## src/rtl/multadd10.sv

```systemverilog
// multadd10: 10-bit sequential multiply-add, product = multiplicand * multiplier + addend.
// Shift-and-add, LSB-first, one multiplier bit per clock through a single 20-bit adder.
// Optional build macro MULTADD10_EARLY_EXIT_EN: RUN also ends once the remaining
// multiplier bits are all zero. Results are identical to the fixed 10-cycle build.
module multadd10 (
  input  logic        clk,
  input  logic        rst,
  input  logic        start,
  input  logic [9:0]  multiplicand,
  input  logic [9:0]  multiplier,
  input  logic [9:0]  addend,
  output logic        ready,
  output logic        done,
  output logic [19:0] product,
  output logic [9:0]  result,
  output logic        overflow
);

  typedef enum logic {StIdle, StRun} state_t;

  state_t      r_state;
  logic [19:0] r_acc;
  logic [19:0] r_mcand;
  logic [9:0]  r_mplier;
  logic [3:0]  r_counter;
  logic        r_done;

  logic [19:0] w_sum;
  logic [9:0]  w_mplier_nxt;
  logic [3:0]  w_counter_nxt;
  logic        w_last;

  // Datapath for one iteration: partial-sum add, next multiplier bits, remaining count.
  always_comb begin
    w_sum         = r_acc + r_mcand;
    w_mplier_nxt  = r_mplier >> 1;
    w_counter_nxt = r_counter - 4'd1;
`ifdef MULTADD10_EARLY_EXIT_EN
    // No set bits left means every further iteration would add zero.
    w_last        = (w_counter_nxt == 4'd0) || (w_mplier_nxt == 10'd0);
`else
    w_last        = (w_counter_nxt == 4'd0);
`endif
  end

  // Control FSM and iteration registers; done is a registered RUN->IDLE pulse.
  always_ff @(posedge clk or posedge rst) begin
    if (rst) begin
      r_state   <= StIdle;
      r_acc     <= 20'd0;
      r_mcand   <= 20'd0;
      r_mplier  <= 10'd0;
      r_counter <= 4'd0;
      r_done    <= 1'b0;
    end else begin
      r_done <= 1'b0;
      case (r_state)
        StIdle: begin
          if (start) begin
            r_acc     <= {10'd0, addend};
            r_mcand   <= {10'd0, multiplicand};
            r_mplier  <= multiplier;
            r_counter <= 4'd10;
            r_state   <= StRun;
          end
        end
        StRun: begin
          if (r_mplier[0]) begin
            r_acc <= w_sum;
          end
          r_mcand   <= r_mcand << 1;
          r_mplier  <= w_mplier_nxt;
          r_counter <= w_counter_nxt;
          if (w_last) begin
            r_state <= StIdle;
            r_done  <= 1'b1;
          end
        end
        default: r_state <= StIdle;
      endcase
    end
  end

  // Outputs decoded from registered state; product shows partial sums while running.
  always_comb begin
    ready    = (r_state == StIdle);
    done     = r_done;
    product  = r_acc;
    result   = r_acc[9:0];
    overflow = |r_acc[19:10];
  end

endmodule
```

## config.mk

```make
export PLATFORM = sky130hd
export DESIGN_NAME = multadd10
export DESIGN_NICKNAME = d
export VERILOG_FILES = /design/src/rtl/multadd10.sv
export SDC_FILE = /design/constraint.sdc
export NUM_CORES = 1
export LEC_CHECK = 0
export ABC_AREA = 1
export CAP_MARGIN = 20
export CORE_MARGIN = 2
export CORE_UTILIZATION = 31
export DETAILED_ROUTE_END_ITERATION = 8
export GPL_TIMING_DRIVEN = 0
export MAX_ROUTING_LAYER = met4
export PLACE_DENSITY = 0.61
export SLEW_MARGIN = 30
export SYNTH_ARGS = -nofsm -noshare
export SYNTH_HDL_FRONTEND = slang
export SYNTH_SLANG_ARGS = --single-unit
```

## constraint.sdc

```tcl
create_clock -name clk -period 2.4 [get_ports clk]
set_input_delay 0.48 -clock clk [delete_from_list [all_inputs] [get_ports clk]]
set_output_delay 0.48 -clock clk [all_outputs]
set_load 0.01 [all_outputs]
```

### Word level (Yosys, flattened, before mapping)

Cells that the tools add are included.

| word-level totals | value |
|---|---|
| register bits | 56 |
| bits of input ports | 33 |
| word-level logic and storage cells | 28 |

| cells by class | value |
|---|---|
| $add $sub $neg | 2 |
| equality and inequality tests | 2 |
| multiplexer cells | 14 |
| bitwise gates (word level) | 1 |
| reduce and logical (&&, ||, !) cells | 3 |

Operators by type and width:

| kind | number |
|---|---|
| 20-bit case mux with 2 select lines | 2 |
| 20-bit two-way mux | 3 |
| 20-bit adder | 1 |
| 10-bit case mux with 2 select lines | 1 |
| 10-bit two-way mux | 1 |
| 10-bit OR reduction | 1 |
| 4-bit case mux with 2 select lines | 1 |
| 4-bit logical NOT | 1 |
| 1-bit two-way mux | 4 |
| 4-bit two-way mux | 1 |
| 4-bit by 1-bit subtractor with 4-bit output, second input constant | 1 |
| 2-bit by 1-bit != test with 1-bit output, second input constant | 1 |
| 2-bit != test, second input constant | 1 |
| 1-bit case mux with 2 select lines | 1 |
| 2-bit AND reduction | 1 |
| 1-bit NOT | 1 |

### Logic depth before layout (Yosys ltp)

Gate-level depths: netlist of run 1.

| logic depth | value |
|---|---|
| word-level depth | 4 |
| mapped depth | 13 |
| depth with buffers taken out | 13 |

### Worst setup path after synthesis of run 1

Ideal clock, no wire load.

| timing path | value |
|---|---|
| kind | reg2reg |
| start | register r_acc[0], in the netlist product[0] |
| end | register r_acc[16], in the netlist product[16] |
| setup time | 0.117 ns |
| data arrival time | 1.685 ns |
| setup slack | 0.598 ns |
| cell stages (with the launch flop) | 14 |
| buffers on the path | 0 |
| period minus slack after synthesis | 1.802 ns |
| path through | dfrtp_1 -> ha_1 -> inv_1 -> fa_1 -> inv_1 -> nand3_1 -> nand3_2 -> nand2_1 -> nand2_1 -> nand2_1 -> nand2_1 -> nand2_1 -> nand3_1 -> nand2_1 |

| between the ends | value |
|---|---|
| cells in the longest elaborated chain, start to end | 3 |

Ends and longest elaborated chain:

| item | RTL line | source |
|---|---|---|
| start, declared | 22 | `logic [19:0] r_acc;` |
| start signal, assigned | 60 | `r_acc <= {10'd0, addend};` |
| start signal, assigned | 69 | `r_acc <= w_sum;` |
| 20-bit adder | 35 | `w_sum = r_acc + r_mcand;` |
| 20-bit two-way mux | 68 | `if (r_mplier[0]) begin` |
| 20-bit case mux with 2 select lines | 57 | `case (r_state)` |

Every way passes these cells. The select of a mux whose other input is x is not followed.
A chain may end at the register's enable or synchronous reset.

### Worst setup path in the final report of run 1

| timing path | value |
|---|---|
| start | register r_state |
| end | output ready |

| between the ends | value |
|---|---|
| cells in the longest elaborated chain, start to end | 1 |

Ends and longest elaborated chain:

| item | RTL line | source |
|---|---|---|
| start, declared | 21 | `state_t r_state;` |
| start signal, assigned | 49 | `r_state <= StIdle;` |
| start signal, assigned | 64 | `r_state <= StRun;` |
| start signal, assigned | 75 | `r_state <= StIdle;` |
| 1-bit NOT | -- |  |
| end, declared | 12 | `output logic ready,` |

Every way passes these cells.

==> impl_metrics.py, run 1 <==
metrics = {
    "run_status": {
        "status": "complete, no violations",
    },
    "setup_path": {
        "crit_chain": "clkinvlp_4 -> clkdlybuf4s50_1",
        "cp_slowest_cell": "clkdlybuf4s50_1",
        "crit_path_start_kind": "register",
        "worstPathArrival_ns": 1.73,
        "cp.required_ns": 1.92,
        "worstSetupPathType": "reg2out",
        "reg2reg_depth": 13,
        "crit_fanout": 17,
        "critPathLaunch": "r_state",
        "reg2reg_from": "product[0]",
        "critPathMaxStageDelay_ns": 0.59,
        "end_kind": "output port",
    },
    "global_route": {
        "antenna_found_initial": 0,
        "grt.met3_usage": 0.0202,
        "grt_max_degree": 41,
        "gr-total-overflow": 0,
        "grt_usage": 0.167,
        "grt_pass1_wl_mm": 16.6,
        "use_met1": 0.210,
        "use_met2": 0.282,
        "top_usage_layer": "met2",
        "grt_pass1_vias": 3445,
    },
    "logic_synthesis": {
        "synth_edf_count": 0,
        "ys_seq_area_frac": 0.377,
        "synth_cells": 522,
        "synth_common_cells": "nand2_1, inv_1, dfrtp_1, nor2_1, nand3_1",
        "synth_top_area_cell": "dfrtp_1",
        "synth_top_area_frac": 0.377,
        "synth_most_common_cell": "nand2_1",
        "ys_top_cells_by_area": "dfrtp_1, nand2_1, ha_1",
        "synthFlopType": "dfrtp_1",
        "syn-num-nets": 577,
        "async_flop_share": 1.00,
        "avgSynthCellArea_um2": 7.13,
        "synth_cell_types": 35,
        "synth_area_um2": 3720,
        "synth_warnings": 0,
        "ys_ff_latch": 56,
    },
    "cts": {
        "htree_num_levels": 2,
        "tritoncts": "built",
        "ctsHoldBuffers": 0,
        "clk_latency_ns": 0.30,
        "clock-root-buffer": "clkbuf_16",
        "clock-sinks": 56,
        "postCtsSetupBuffers": 0,
        "postCtsResizedCells": 0,
        "cts.clk_slew.worst_paths_ns": 0.08,
        "numCtsBuffers": 5,
        "cts_buffer_depth": 2,
    },
    "detailed_routing": {
        "viasPerCell": 4.61,
        "via_count": 3422,
        "wl_mm": 9.85,
        "wl_per_cell_um": 13.3,
        "drt_pass1_iterations": 4,
        "ant_nets": 0,
        "drt_iter0_markers": 198,
        "drc_errors": 0,
    },
    "pwr": {
        "leakagePower_nw": 2.40,
        "p_int_mw": 2.89,
        "ir_worst_vdd_mv": 0.438,
        "pwr-share-seq": 0.313,
        "p_switching_mw": 2.16,
        "power.share.switching": 0.427,
        "p_clk_frac": 0.156,
        "powerDensity_nw_per_um2": 1070,
        "p_comb_frac": 0.530,
    },
    "floorplanning": {
        "die_y_um": 114,
        "die_w_um": 114,
        "dieArea_um2": 12900,
        "num_rows": 40,
        "core_um2": 11900,
        "start_util": 0.314,
        "io_pins": 66,
    },
    "layout": {
        "postLayoutCellArea_um2": 4730,
        "fillCellCount": 1271,
        "drive_gt1_frac": 0.0874,
        "nets": 649,
        "seq_area_um2": 1400,
        "fin_cells": 742,
        "multi_input_area_um2": 1910,
        "antenna_cells": 0,
        "syn_to_final_growth_pct": 27.2,
    },
    "run": {
        "max_cap_violations": 0,
    },
    "timing": {
        "finalSetupTns_ns": 0,
        "finalCriticalPeriod_ns": 2.21,
        "setup_viol": 0,
        "finalHoldViolCount": 0,
        "rsz0062_at_grt": "no",
        "finClkSkew_ns": 0.0111,
        "slew_viol_final": 0,
        "tightest_slew_ns": 0.474,
        "min_period_over_period": 0.923,
        "max_freq_ghz": 0.452,
        "maxSlewHeadroom": 0.684,
    },
    "placement": {
        "place_inst": 735,
        "dpl_cell_area_um2": 4580,
        "dpl.hpwl_mm": 7.88,
        "gp_congestion": 0.887,
        "port_buffers": 65,
    },
    "worst_hold_path": {
        "hp-class": "in2async",
    },
}
==> cell families (layout without fill, tap and decap cells) <==
group | count (synthesis) | in the layout | synth area share
compound gates | 56 | 56 | 0.0928
xor+xnor | 9 | 9 | 0.0212
fa+ha+maj | 22 | 22 | 0.0760
buf+inv | 94 | 167 | 0.109
flops | 56 | 56 | 0.377
simple gates | 285 | 285 | 0.324
==> placed cells by master, fill, tap and decap left out, types with 4 or more instances in the layout <==
cell | Yosys | routed
nand2_1 | 186 | 186
inv_1 | 70 | 69
clkdlybuf4s50_1 | 0 | 65
dfrtp_1 | 56 | 56
nor2_1 | 40 | 40
nand3_1 | 30 | 30
ha_1 | 21 | 21
a21oi_1 | 15 | 15
buf_4 | 11 | 11
o21ai_0 | 11 | 11
o22ai_1 | 10 | 10
buf_2 | 9 | 9
o211ai_1 | 9 | 9
nand2_2 | 7 | 7
nand3b_1 | 6 | 6
xor2_1 | 6 | 6
clkbuf_16 | 0 | 5
nor2_2 | 4 | 4
==> metal layers <==
layer	vias to the layer above	routed length [µm]
li1	1782	-
met1	1573	4660
met2	55	4740
met3	12	258
met4	0	199
met5	-	0
==> final cells by class <==
cell class                 instances  share of cell area
buffer                            21              0.0278
clock buffer                       5              0.0264
clock inverter                     3             0.00608
inverter                          72              0.0584
multi-input combinational        372               0.405
sequential                        56               0.296
tap                              147              0.0389
timing repair buffer              66               0.142
==> state kept, by name, indices dropped and copies added, names as in the netlist <==
signal     flops
done           1
r_mplier      10
r_counter      4
r_state        1
r_mcand       20
product       20
==> critical path, delay by kind of cell (launching register included) <==
| family | cells | cell delay [ns] |
|---|---|---|
| flip-flops | 1 | 0.47 |
| buffers and inverters | 2 | 0.96 |
==> final timing paths <==
| path | end | slack (ns) |
|---|---|---|
| worst max-delay path | ready | 0.19 |
| worst min-delay path | product[16] | 0.46 |
| worst max register to register | product[16] | 0.25 |
| worst min register to register | r_mplier[2] | 0.51 |
| max in group asynchronous | r_mcand[3] | 1.46 |
| min in group clk | r_mplier[2] | 0.51 |
==> power by group through the flow <==
stage          clock network, mW  registers [mW]  logic (mW)
2_1_floorplan                  0            1.56        1.77
3_5_place_dp                   0            1.60        2.70
5_1_grt                    0.853            1.63        3.03
6_report                   0.789            1.58        2.68
3_3_place_gp                   0            1.59        2.65
4_1_cts                    0.812            1.58        2.71
==> stage by stage <==
stage	hold slack (ns)	setup WS (ns)	util	total power, mW
after floorplan	0.462	0.549	-	3.33
final	0.457	0.186	0.399	5.05
after global routing	0.485	0.0284	0.399	5.52
after CTS	0.469	0.0216	0.399	5.11
after detailed placement	0.483	0.225	0.386	4.30
after global placement	0.481	-0.568	0.384	4.24
Note: power is estimated with default switching activity, not from simulation.
==> run 2, diff against run 1 <==
--- a/config.mk
+++ b/config.mk
@@ -5,7 +5,6 @@
 export SDC_FILE = /design/constraint.sdc
 export NUM_CORES = 1
 export LEC_CHECK = 0
-export ABC_AREA = 1
 export CAP_MARGIN = 20
 export CORE_MARGIN = 2
 export CORE_UTILIZATION = 31
@@ -13,7 +12,6 @@
 export GPL_TIMING_DRIVEN = 0
 export MAX_ROUTING_LAYER = met4
 export PLACE_DENSITY = 0.61
-export SLEW_MARGIN = 30
 export SYNTH_ARGS = -nofsm -noshare
 export SYNTH_HDL_FRONTEND = slang
 export SYNTH_SLANG_ARGS = --single-unit
==> run 2 against run 1 <==
Against the previous run:
- the run now ends with negative setup slack left
- clock power shrank 26%
- synthesized cell count decreased by 25%
- sequential share of layout area grew 1.2 points
- clock skew grew 0.0026 ns
- critical endpoint is now product[16]
- largest cell class unchanged
- largest power group unchanged
==> impl_metrics.py, run 2 <==
metrics = {
    "cts": {
        "cts.clk_slew.worst_paths_ns": 0.12,
        "clock-sinks": 56,
        "htree_num_levels": 2,
        "clk_latency_ns": 0.33,
        "numCtsBuffers": 5,
        "cts_buffer_depth": 2,
        "clock-root-buffer": "clkbuf_8",
        "tritoncts": "built",
    },
    "logic_synthesis": {
        "ys_ff_latch": 56,
        "synth_edf_count": 0,
        "synth_common_cells": "nand2_1, dfrtp_1, o21ai_0, mux2i_1, nor2_1",
        "async_flop_share": 1.00,
        "syn-num-nets": 445,
        "synthFlopType": "dfrtp_1",
        "synth_cell_types": 46,
        "synth_area_um2": 3470,
        "synth_top_area_cell": "dfrtp_1",
        "avgSynthCellArea_um2": 8.89,
        "ys_top_cells_by_area": "dfrtp_1, mux2i_1, ha_1",
        "synth_most_common_cell": "nand2_1",
        "synth_warnings": 0,
        "ys_seq_area_frac": 0.404,
        "synth_top_area_frac": 0.404,
        "synth_cells": 390,
    },
    "setup_path": {
        "critPathMaxStageDelay_ns": 0.41,
        "crit_path_start_kind": "register",
        "crit_family": "compound AO/OA/AOI/OAI gates",
        "cpMostUsedCell": "o31a_1",
        "cp_slowest_cell": "a221o_1",
        "cp.required_ns": 2.61,
        "worstSetupPathType": "reg2reg",
        "path_buf_inv": 1,
        "end_kind": "register",
        "crit_chain": "ha_2 -> inv_2 -> fa_2 -> nor2b_4 -> o31a_1 -> o31a_1 -> a221o_1 -> o21ai_2 -> mux2i_1 -> nand2_1",
        "crit_fanout": 4,
        "worstPathArrival_ns": 2.70,
    },
    "pwr": {
        "p_int_mw": 3.07,
        "power.total_mw": 5.59,
        "pwr-share-seq": 0.308,
        "powerDensity_nw_per_um2": 1230,
        "p_comb_frac": 0.587,
        "p_switching_mw": 2.53,
        "p_clk_frac": 0.105,
        "ir_worst_vdd_mv": 0.450,
        "leakagePower_nw": 2.01,
        "power.share.switching": 0.452,
    },
    "timing": {
        "setup_viol": 3,
        "maxSlewHeadroom": 0.504,
        "finClkSkew_ns": 0.0137,
        "slew_viol_final": 0,
        "finalCriticalPeriod_ns": 2.48,
        "rsz0062_at_grt": "yes",
        "finalHoldViolCount": 0,
        "setup_ws_ns": -0.0830,
        "finalSetupTns_ns": -0.151,
        "min_period_over_period": 1.03,
        "max_freq_ghz": 0.403,
        "tightest_slew_ns": 0.742,
    },
    "detailed_routing": {
        "wl_per_cell_um": 15.8,
        "drt_iter0_markers": 119,
        "via_count": 3117,
        "ant_nets": 0,
        "wl_mm": 9.67,
        "drc_errors": 0,
        "viasPerCell": 5.08,
        "drt_pass1_iterations": 4,
    },
    "global_route": {
        "grt_max_degree": 31,
        "antenna_found_initial": 0,
        "gr-total-overflow": 0,
        "grt_pass1_vias": 3129,
        "grt_usage": 0.173,
        "grt_pass1_wl_mm": 15.7,
    },
    "floorplanning": {
        "die_y_um": 110,
        "io_pins": 66,
        "dieArea_um2": 12100,
        "start_util": 0.319,
        "core_um2": 10900,
        "num_rows": 38,
        "die_w_um": 110,
    },
    "run_status": {
        "status": "finished with violations",
        "violations": "negative setup slack",
    },
    "layout": {
        "final_common_cell": "clkdlybuf4s50_1",
        "syn_to_final_growth_pct": 31.3,
        "fillCellCount": 1108,
        "antenna_cells": 0,
        "layout_common_cells": "clkdlybuf4s50_1, nand2_1, dfrtp_1, o21ai_0, mux2i_1",
        "nets": 527,
        "drive_gt1_frac": 0.114,
    },
    "worst_hold_path": {
        "hp-class": "reg2reg",
    },
    "placement": {
        "dpl.hpwl_mm": 7.26,
        "port_buffers": 64,
        "gp_congestion": 0.864,
        "post-place-ws_ns": -0.235,
    },
    "run": {
        "max_cap_violations": 0,
    },
}
-- run 2: changes by cell type after synthesis, sizes merged, moves of 6 or more --
cell,previous run,this run
inv,71,11
mux2i,0,28
nor2b,0,8
nor3,2,10
buf,20,11
nand2,193,64
nand3,32,2
o22ai,10,1
nand3b,6,0
clkbuf,2,15
o21ai,13,51
nor2,46,26
a211oi,0,9
-- run 2: metal layers --
metal / vias up / wire length, µm / track usage
li1: 1535 / - / -
met1: 1512 / 4500 / 0.237
met2: 66 / 4730 / 0.273
met3: 4 / 365 / 0.0202
met4: 0 / 70 / 0.0425
met5: - / 0 / -
-- run 2: cell families after synthesis --
logic type | count (synthesis) | synth area share
simple gates | 126 | 0.162
compound gates | 110 | 0.194
flops | 56 | 0.404
buf+inv | 38 | 0.0523
mux | 28 | 0.0808
fa+ha+maj | 22 | 0.0815
xor+xnor | 10 | 0.0253
-- run 2: tightest hold or removal path, stage by stage (launching register included) --
cell,delay (ns)
dfrtp_1,0.37
nand2_1,0.05
o21ai_0,0.06
-- run 2: power by group through the flow --
stage / sequential [mW] / combinational, mW / clock [mW]
2_1_floorplan: 1.67 / 1.98 / 0
3_3_place_gp: 1.73 / 3.01 / 0
3_5_place_dp: 1.74 / 3.08 / 0
4_1_cts: 1.72 / 3.16 / 0.608
5_1_grt: 1.78 / 3.66 / 0.641
6_report: 1.72 / 3.28 / 0.585
-- run 2: timing repair --
item                       4_1_cts  5_1_grt
setup endpoints to repair        6       11
buffers inserted                 6        5
pin swaps                        2       11
hold buffers                     0        0
resized for setup                7       16
-- run 2: final cells by class --
class | instances | area, µm² | share of cell area
tap | 140 | 175 | 0.0385
multi-input combinational | 296 | 1950 | 0.429
buffer | 26 | 138 | 0.0302
sequential | 56 | 1400 | 0.308
clock inverter | 3 | 33.8 | 0.00742
timing repair buffer | 75 | 736 | 0.162
inverter | 12 | 48.8 | 0.0107
clock buffer | 5 | 68.8 | 0.0151
-- run 2: final timing paths --
| path | startpoint | end | slack [ns] | cells past startpoint |
|---|---|---|---|---|
| hold / removal | r_mplier[8] | r_mplier[7] | 0.50 | 2 |
| hold reg to reg | r_mplier[8] | r_mplier[7] | 0.50 | 2 |
| setup reg to reg | product[0] | product[16] | -0.08 | 10 |
| setup / recovery | product[0] | product[16] | -0.08 | 10 |
| min in group asynchronous | rst | product[5] | 0.52 | 2 |
| max in group asynchronous | rst | product[18] | 1.30 | 3 |
-- run 2: stage by stage --
stage	utilization	hold WS, ns	cell area, µm²	cells
floorplan	-	0.449	3470	390
global placement	0.393	0.463	4280	594
detailed placement	0.395	0.471	4300	595
global route	0.418	0.531	4550	613
CTS	0.410	0.501	4470	609
finish	0.418	0.496	4550	613
